### src/rtl/ctrl_pkg.sv
// Shared definitions for the control sequencer: opcodes, bus-source encodings,
// FSM state type and strobe bundle. Defining CTRL_SHIFT_EN makes sll/srl ALU operations.
package ctrl_pkg;

  localparam int unsigned OP_BITS = 4;

  localparam logic [OP_BITS-1:0] OP_MV   = 4'h0;
  localparam logic [OP_BITS-1:0] OP_MVI  = 4'h1;
  localparam logic [OP_BITS-1:0] OP_ADD  = 4'h2;
  localparam logic [OP_BITS-1:0] OP_SUB  = 4'h3;
  localparam logic [OP_BITS-1:0] OP_LD   = 4'h4;
  localparam logic [OP_BITS-1:0] OP_ST   = 4'h5;
  localparam logic [OP_BITS-1:0] OP_MVNZ = 4'h6;
  localparam logic [OP_BITS-1:0] OP_AND  = 4'h7;
  localparam logic [OP_BITS-1:0] OP_SLT  = 4'h8;
  localparam logic [OP_BITS-1:0] OP_SLL  = 4'h9;
  localparam logic [OP_BITS-1:0] OP_SRL  = 4'hA;
  localparam logic [OP_BITS-1:0] OP_HALT = 4'hB;

  localparam logic [1:0] MUX_REG = 2'b00;
  localparam logic [1:0] MUX_DIN = 2'b01;
  localparam logic [1:0] MUX_G   = 2'b10;

  typedef enum logic [2:0] {
    S_IDLE,
    S_FETCH,
    S_T1,
    S_T2,
    S_T3,
    S_HALT
  } state_t;

  typedef struct packed {
    logic       reg_write;
    logic       reg_sel;
    logic       ir_write;
    logic       a_write;
    logic       g_write;
    logic       addr_write;
    logic       dout_write;
    logic       mem_write;
    logic       din_sel;
    logic       incr_pc;
    logic [1:0] mux_sel;
    logic       done;
  } strobe_t;

  // Opcodes that run the three-step A/G/writeback ALU sequence
  function automatic logic is_alu_op(input logic [OP_BITS-1:0] op);
    logic res;
    res = 1'b0;
    case (op)
      OP_ADD, OP_SUB, OP_AND, OP_SLT: res = 1'b1;
`ifdef CTRL_SHIFT_EN
      OP_SLL, OP_SRL: res = 1'b1;
`endif
      default: res = 1'b0;
    endcase
    return res;
  endfunction

endpackage

### src/rtl/ctrl_decode.sv
// Combinational strobe decoder: maps FSM state plus the latched opcode to datapath controls.
// Honours CTRL_SHIFT_EN through ctrl_pkg::is_alu_op.
module ctrl_decode
  import ctrl_pkg::*;
#(
  parameter int unsigned OPCODE_W = 4,
  parameter int unsigned REG_AW   = 3
) (
  input  state_t              state,
  input  logic [OPCODE_W-1:0] op,
  input  logic [OPCODE_W-1:0] fetch_op,
  input  logic [REG_AW-1:0]   reg_x,
  input  logic                move_enable,
  output strobe_t             strobes,
  output logic [OPCODE_W-1:0] alu_op,
  output logic                halt_next,
  output logic                undef
);

  logic [OP_BITS-1:0] op4;
  logic               op_fits;

  // Opcodes wider than the table only decode when the extra bits are zero
  assign op4     = OP_BITS'(op);
  assign op_fits = (op >> OP_BITS) == '0;

  always_comb begin
    strobes         = '0;
    strobes.mux_sel = MUX_REG;
    alu_op          = '0;
    halt_next       = 1'b0;
    undef           = 1'b0;

    case (state)
      S_FETCH: begin
        strobes.ir_write = 1'b1;
        strobes.incr_pc  = (fetch_op == OPCODE_W'(OP_MVI));
      end
      S_T1: begin
        if (!op_fits) begin
          undef        = 1'b1;
          halt_next    = 1'b1;
          strobes.done = 1'b1;
        end else begin
          case (op4)
            OP_MV: begin
              strobes.reg_sel   = 1'b1;
              strobes.reg_write = 1'b1;
              strobes.done      = 1'b1;
            end
            OP_MVI: begin
              strobes.mux_sel   = MUX_DIN;
              strobes.reg_write = 1'b1;
              strobes.done      = 1'b1;
            end
            OP_MVNZ: begin
              strobes.reg_sel   = 1'b1;
              strobes.reg_write = move_enable;
              strobes.done      = 1'b1;
            end
            OP_LD, OP_ST: begin
              strobes.reg_sel    = 1'b1;
              strobes.addr_write = 1'b1;
            end
            OP_HALT: begin
              halt_next    = 1'b1;
              strobes.done = 1'b1;
            end
            default: begin
              if (is_alu_op(op4)) begin
                strobes.a_write = 1'b1;
              end else begin
                undef        = 1'b1;
                halt_next    = 1'b1;
                strobes.done = 1'b1;
              end
            end
          endcase
        end
      end
      S_T2: begin
        if (op_fits && op4 == OP_LD) begin
          strobes.mux_sel   = MUX_DIN;
          strobes.din_sel   = 1'b1;
          strobes.reg_write = 1'b1;
          strobes.done      = 1'b1;
        end else if (op_fits && op4 == OP_ST) begin
          strobes.dout_write = 1'b1;
          strobes.mem_write  = 1'b1;
          strobes.done       = 1'b1;
        end else if (op_fits && is_alu_op(op4)) begin
          strobes.reg_sel = 1'b1;
          strobes.g_write = 1'b1;
          alu_op          = op;
        end
      end
      S_T3: begin
        if (op_fits && is_alu_op(op4)) begin
          strobes.mux_sel   = MUX_G;
          strobes.reg_write = 1'b1;
          strobes.done      = 1'b1;
        end
      end
      default: ;
    endcase

    // A write into the PC register replaces the normal PC increment
    if (strobes.done && !halt_next) begin
      strobes.incr_pc = !(strobes.reg_write && reg_x == {REG_AW{1'b1}});
    end
  end

endmodule

### src/rtl/control_sequencer.sv
// Multi-cycle control sequencer: FSM, instruction register and sticky illegal flag around ctrl_decode.
// Build with CTRL_SHIFT_EN to execute sll/srl; otherwise they halt as illegal.
module control_sequencer
  import ctrl_pkg::*;
#(
  parameter int unsigned OPCODE_W = 4,
  parameter int unsigned REG_AW   = 3
) (
  input  logic                         clock,
  input  logic                         reset,
  input  logic                         run,
  input  logic [OPCODE_W+2*REG_AW-1:0] instr,
  input  logic                         move_enable,
  output logic [REG_AW-1:0]            reg_x,
  output logic [REG_AW-1:0]            reg_y,
  output logic [1:0]                   mux_sel,
  output logic                         reg_write,
  output logic                         reg_sel,
  output logic                         ir_write,
  output logic                         a_write,
  output logic                         g_write,
  output logic                         addr_write,
  output logic                         dout_write,
  output logic                         mem_write,
  output logic                         din_sel,
  output logic                         incr_pc,
  output logic [OPCODE_W-1:0]          alu_op,
  output logic                         done,
  output logic                         busy,
  output logic                         halted,
  output logic                         illegal
);

  localparam int unsigned INSTR_W = OPCODE_W + 2 * REG_AW;

  state_t              state;
  logic [INSTR_W-1:0]  ir;
  strobe_t             dec_strobes;
  strobe_t             strobes;
  logic [OPCODE_W-1:0] dec_alu_op;
  logic                halt_next;
  logic                undef;

  ctrl_decode #(
    .OPCODE_W(OPCODE_W),
    .REG_AW  (REG_AW)
  ) u_decode (
    .state      (state),
    .op         (ir[INSTR_W-1 -: OPCODE_W]),
    .fetch_op   (instr[INSTR_W-1 -: OPCODE_W]),
    .reg_x      (ir[2*REG_AW-1:REG_AW]),
    .move_enable(move_enable),
    .strobes    (dec_strobes),
    .alu_op     (dec_alu_op),
    .halt_next  (halt_next),
    .undef      (undef)
  );

  // Sequencer state, IR capture and sticky illegal flag
  always_ff @(posedge clock) begin
    if (reset) begin
      state   <= S_IDLE;
      ir      <= '0;
      illegal <= 1'b0;
    end else begin
      case (state)
        S_IDLE: if (run) state <= S_FETCH;
        S_FETCH: begin
          ir    <= instr;
          state <= S_T1;
        end
        S_T1, S_T2, S_T3: begin
          if (dec_strobes.done) begin
            if (undef) illegal <= 1'b1;
            if (halt_next)  state <= S_HALT;
            else if (run)   state <= S_FETCH;
            else            state <= S_IDLE;
          end else begin
            state <= (state == S_T1) ? S_T2 : S_T3;
          end
        end
        S_HALT:  state <= S_HALT;
        default: state <= S_IDLE;
      endcase
    end
  end

  // Suppress strobes while reset is sampled so no write lands on the reset edge
  assign strobes = reset ? '0 : dec_strobes;
  assign alu_op  = reset ? '0 : dec_alu_op;

  assign reg_x      = ir[2*REG_AW-1:REG_AW];
  assign reg_y      = ir[REG_AW-1:0];
  assign mux_sel    = strobes.mux_sel;
  assign reg_write  = strobes.reg_write;
  assign reg_sel    = strobes.reg_sel;
  assign ir_write   = strobes.ir_write;
  assign a_write    = strobes.a_write;
  assign g_write    = strobes.g_write;
  assign addr_write = strobes.addr_write;
  assign dout_write = strobes.dout_write;
  assign mem_write  = strobes.mem_write;
  assign din_sel    = strobes.din_sel;
  assign incr_pc    = strobes.incr_pc;
  assign done       = strobes.done;
  assign busy       = (state != S_IDLE) && (state != S_HALT);
  assign halted     = (state == S_HALT);

endmodule

### config.mk
export PLATFORM = sky130hd
export DESIGN_NAME = control_sequencer
export DESIGN_NICKNAME = d
export VERILOG_FILES = /design/src/rtl/ctrl_pkg.sv /design/src/rtl/ctrl_decode.sv /design/src/rtl/control_sequencer.sv
export SDC_FILE = /design/constraint.sdc
export NUM_CORES = 1
export LEC_CHECK = 0
export ABC_AREA = 1
export CORE_ASPECT_RATIO = 0.6
export CORE_MARGIN = 3
export CORE_UTILIZATION = 42
export DETAILED_ROUTE_END_ITERATION = 10
export PLACE_DENSITY_LB_ADDON = 0.15
export RECOVER_POWER = 50
export SLEW_MARGIN = 20
export SYNTH_ARGS = -nofsm -noshare
export SYNTH_HDL_FRONTEND = slang
export SYNTH_SLANG_ARGS = --single-unit
### constraint.sdc
create_clock -name clock -period 1.6 [get_ports clock]
set_input_delay 0.24 -clock clock [delete_from_list [all_inputs] [get_ports clock]]
set_output_delay 0.24 -clock clock [all_outputs]
set_load 0.005 [all_outputs]
==> results of run 1 <==
## through the flow
step / area (sq um) / cells / setup TNS, ns / util [%]
CTS: 1850 / 257 / -1.60 / 91.9
global placement: 1610 / 241 / -4.48 / 79.9
floorplan: 970 / 147 / 0 / -
detailed placement: 1610 / 241 / -4.95 / 79.9
## cell families after synthesis
logic type | after synthesis | synth area share [%]
compound gates | 26 | 16.0
buf+inv | 30 | 14.5
flops | 14 | 28.9
simple gates | 77 | 40.6
## timing repair
item,CTS
resized for setup,114
pin swaps,12
buffers inserted,14
endpoints found under the setup margin,19
hold endpoints to repair,0
==> results_dict.tcl, run 1 <==
set metrics [dict create \
    synth.ff_latch_count 14 \
    yosys.cell_count.top_type "nand2_1" \
    endpoint_type "output port" \
    synth_top_area_share_pct 28.9 \
    io_buffers 39 \
    start_util_pct 48.2 \
    synth_ff_type "dfxtp_1" \
    yosysWarnings 0 \
    htree_levels 1 \
    clkSinkCount 14 \
    postGrtWorstEndpoint "incr_pc" \
    stop_stage "global routing" \
    synth_fp_nets 161 \
    synth_cell_types 26 \
    place_congestion 0.851 \
    cts_buffer_depth 2 \
    die_w_um 68.0 \
    synth_area_leaders "dfxtp_1, nand2_1, nor2_1" \
    error "[ERROR DPL-0033] detailed placement checks failed during check placement." \
    numCtsBuffers 3 \
    grt_max_degree 18 \
    async_reset_ff_share_pct 0 \
    synthTopCellsByCount "nand2_1, nor2_1, dfxtp_1, inv_1, a21oi_1" \
    ys_seq_area_share_pct 28.9 \
    synthesis.area_sq_um 970 \
    antenna_found_initial 0 \
    ioPinCount 40 \
    cts-root-buf "clkbuf_8" \
    avgSynthCellArea_sq_um 6.60 \
    syn_inst 147 \
    yosys.area.top_type "dfxtp_1" \
    post-place-ws_ns -0.512 \
    hpwl_um 2620 \
    hold_buffers 0 \
    row_count 12 \
    synth_edf_count 0 \
    die_h_um 43.2 \
    outcome "aborted with a tool error" \
]
==> inputs of run 2 (changes only) <==
CORE_AREA = 3 3 64 66   (was unset)
CORE_ASPECT_RATIO = unset   (was 0.6)
CORE_MARGIN = unset   (was 3)
CORE_UTILIZATION = unset   (was 42)
DIE_AREA = 0 0 67 69   (was unset)
==> run 2 against run 1 <==
  * Synthesized area unchanged
  * Synthesized cell count did not move
  * The flow now finishes, with violations (setup timing)
==> results_dict.tcl, run 2 <==
set metrics [dict create \
    syn_to_final_growth_pct 101 \
    synthesis.area_sq_um 970 \
    p_switching_mw 1.22 \
    hpwl_um 2360 \
    routed_wl_um 3450 \
    io_buffers 39 \
    worst_pin_slew_ns 0.302 \
    cp-end-kind "primary output" \
    share_comb_of_total_power_pct 68.2 \
    powerDensity_mw_per_mm2 1490 \
    grt_pass1_vias 1289 \
    ir_drop_uv 651 \
    dieArea_sq_mm 0.00462 \
    grt-ovfl-total 0 \
    crit_required_ns 1.36 \
    worst_r2r_path_depth 12 \
    outcome "finished with violations" \
    drive_gt1_share_pct 58.8 \
    power_frac_seq_pct 22.3 \
    critPathMaxFanout 4 \
    crit_type "flip-flop to primary output" \
    place_congestion 0.813 \
    avgRoutedWirePerCell_um 12.3 \
    rr_endpoint "state[2]$_SDFFE_PP0P_" \
    clk_pin_slew_ns 0.05 \
    hold_slack_ns 0.483 \
    violations "setup timing" \
    hold_path.class "flip-flop to flip-flop" \
    top_regs "ir x10, state x3, illegal x1" \
    fmax_mhz 544 \
    min_from "ir[3]$_SDFFE_PP0N_" \
    grtUsageTotal_pct 14.9 \
    synth_ff_type "dfxtp_1" \
    final_cell_mix "buf_4, nand2_1, buf_2, clkdlybuf4s50_1, nor2_1" \
    largest_reg_flops 10 \
    cts-root-buf "clkbuf_8" \
    vias 1237 \
    antenna_found_initial 0 \
    avgSynthCellArea_sq_um 6.60 \
    max_slew_margin_pct 79.7 \
    hold_path_end "ir[3]$_SDFFE_PP0N_" \
    top_register "ir" \
    numCtsBuffers 3 \
    htree_levels 1 \
    power_mw 2.90 \
    synthTopCellsByCount "nand2_1, nor2_1, dfxtp_1, inv_1, a21oi_1" \
    rsz0062_at_grt "yes" \
    yosys.area.top_type "dfxtp_1" \
    p_clk_share_pct 9.5 \
    die_w_um 67 \
    crit_start "ir[9]$_SDFFE_PP0N_" \
    yosysWarnings 0 \
    syn_inst 147 \
    start_util_pct 26.7 \
    async_reset_ff_share_pct 0 \
    synth_cell_types 26 \
    cts_buffer_depth 2 \
    insertion_delay_ns 0.24 \
    drt_iter0_drc 38 \
    r2r_start "ir[9]$_SDFFE_PP0N_" \
    slew_viol_final 0 \
    row_count 22 \
    grt_pass1_wl_um 5530 \
    clkSinkCount 14 \
    grt_max_degree 18 \
    final_cell_count_no_fill 281 \
    synth_fp_nets 161 \
    core_area_sq_mm 0.00363 \
    dr.pass1.iters 4 \
    finalCriticalPeriod_ns 1.84 \
    ioPinCount 40 \
    synth_top_area_share_pct 28.9 \
    nNetsFinal 249 \
    antenna_cells 0 \
    layout_worst_path_cycle_share_pct 115 \
    ant_nets 0 \
    synth.ff_latch_count 14 \
    drc 0 \
    p_leak_nw 0.931 \
    worstPathArrival_ns 1.60 \
    switching_share_pct 42.0 \
    dpl.cell_count 259 \
    min_path_cells 2 \
    cp-start-kind "flip-flop" \
    setup_viol 15 \
    die_h_um 69 \
    cap_violations 0 \
    synth_edf_count 0 \
    hold_violations 0 \
    skew_ns 0.000747 \
    cts_tree "done" \
    worst-r2r-setup-slack_ns 0.02 \
    setup_ws_ns -0.239 \
    final_common_cell "buf_4" \
    viasPerCell 4.40 \
    yosys.cell_count.top_type "nand2_1" \
    intPower_mw 1.68 \
    synth_area_leaders "dfxtp_1, nand2_1, nor2_1" \
    ys_seq_area_share_pct 28.9 \
]
## run 2: cell counts after synthesis
Identical to the previous run, type by type.
## run 2: cell type report
| class | count | area, sq um |
|---|---|---|
| multi-input cells | 103 | 712 |
| repair buffers | 93 | 744 |
| clock buffers | 3 | 41.3 |
| flip-flops and latches | 14 | 297 |
| fillers | 380 | 1690 |
| well taps | 48 | 60.1 |
| inverters | 20 | 92.6 |
## run 2: what timing repair did
| action | in CTS | in global routing |
|---|---|---|
| buffers inserted | 18 | 6 |
| gates resized for setup | 110 | 36 |
| endpoints found under the setup margin | 19 | 23 |
| hold buffers | 0 | 0 |
| pin swaps | 13 | 14 |
## run 2: metal layers
layer / up-vias / share of wire [%] / track usage (%) / wire length [um]
met1: 551 / 41 / 17.5 / 1430
li1: 639 / - / - / -
met2: 43 / 51 / 26.4 / 1750
met5: - / 0 / 0 / 0
met4: 0 / 1.3 / 5.63 / 44
met3: 4 / 6.6 / 2.28 / 226
## run 2: cell families (layout without fill, tap and decap cells)
| logic type | after synthesis | in the layout | share of synthesized area (%) |
|---|---|---|---|
| and+or+nand+nor | 77 | 77 | 40.6 |
| buffers and inverters | 30 | 116 | 14.5 |
| AOI/OAI and AO/OA | 26 | 26 | 16.0 |
| DFF | 14 | 14 | 28.9 |
## run 2: power by group through the flow
stage | Sequential, mW | Clock [mW] | Combinational, mW
2_1_floorplan | 0.573 | 0 | 0.787
3_3_place_gp | 0.584 | 0 | 1.47
3_5_place_dp | 0.586 | 0 | 1.48
4_1_cts | 0.626 | 0.290 | 1.84
5_1_grt | 0.667 | 0.310 | 2.14
6_report | 0.647 | 0.275 | 1.97
## run 2: worst max-delay path by stage
stage	end	slack, ns
global route	incr_pc	-0.32
finish	incr_pc	-0.24
detailed placement	incr_pc	-0.49
global placement	incr_pc	-0.45
CTS	incr_pc	-0.22
floorplan	incr_pc	0.20
## run 2: per-stage QoR
stage / util (%) / area (sq um) / worst slack (ns) / setup TNS, ns
4_1_cts: 50.7 / 1840 / -0.224 / -1.22
3_3_place_gp: 44.5 / 1620 / -0.452 / -4.62
2_1_floorplan: - / 970 / 0.201 / 0
3_5_place_dp: 44.5 / 1620 / -0.487 / -4.75
6_report: 53.6 / 1950 / -0.239 / -1.55
5_1_grt: 53.6 / 1950 / -0.324 / -2.95
## run 2: worst max-delay path: stages (launching register included)
cell and delay [ns]:
dfxtp_4 0.38, inv_4 0.04, nand4_1 0.14, nand3_4 0.12
buf_6 0.15, inv_6 0.06, nand3_4 0.07, nand2_2 0.09
nand2_2 0.07, a21oi_2 0.12, buf_2 0.12
Note: power is estimated with default switching activity, not from simulation.
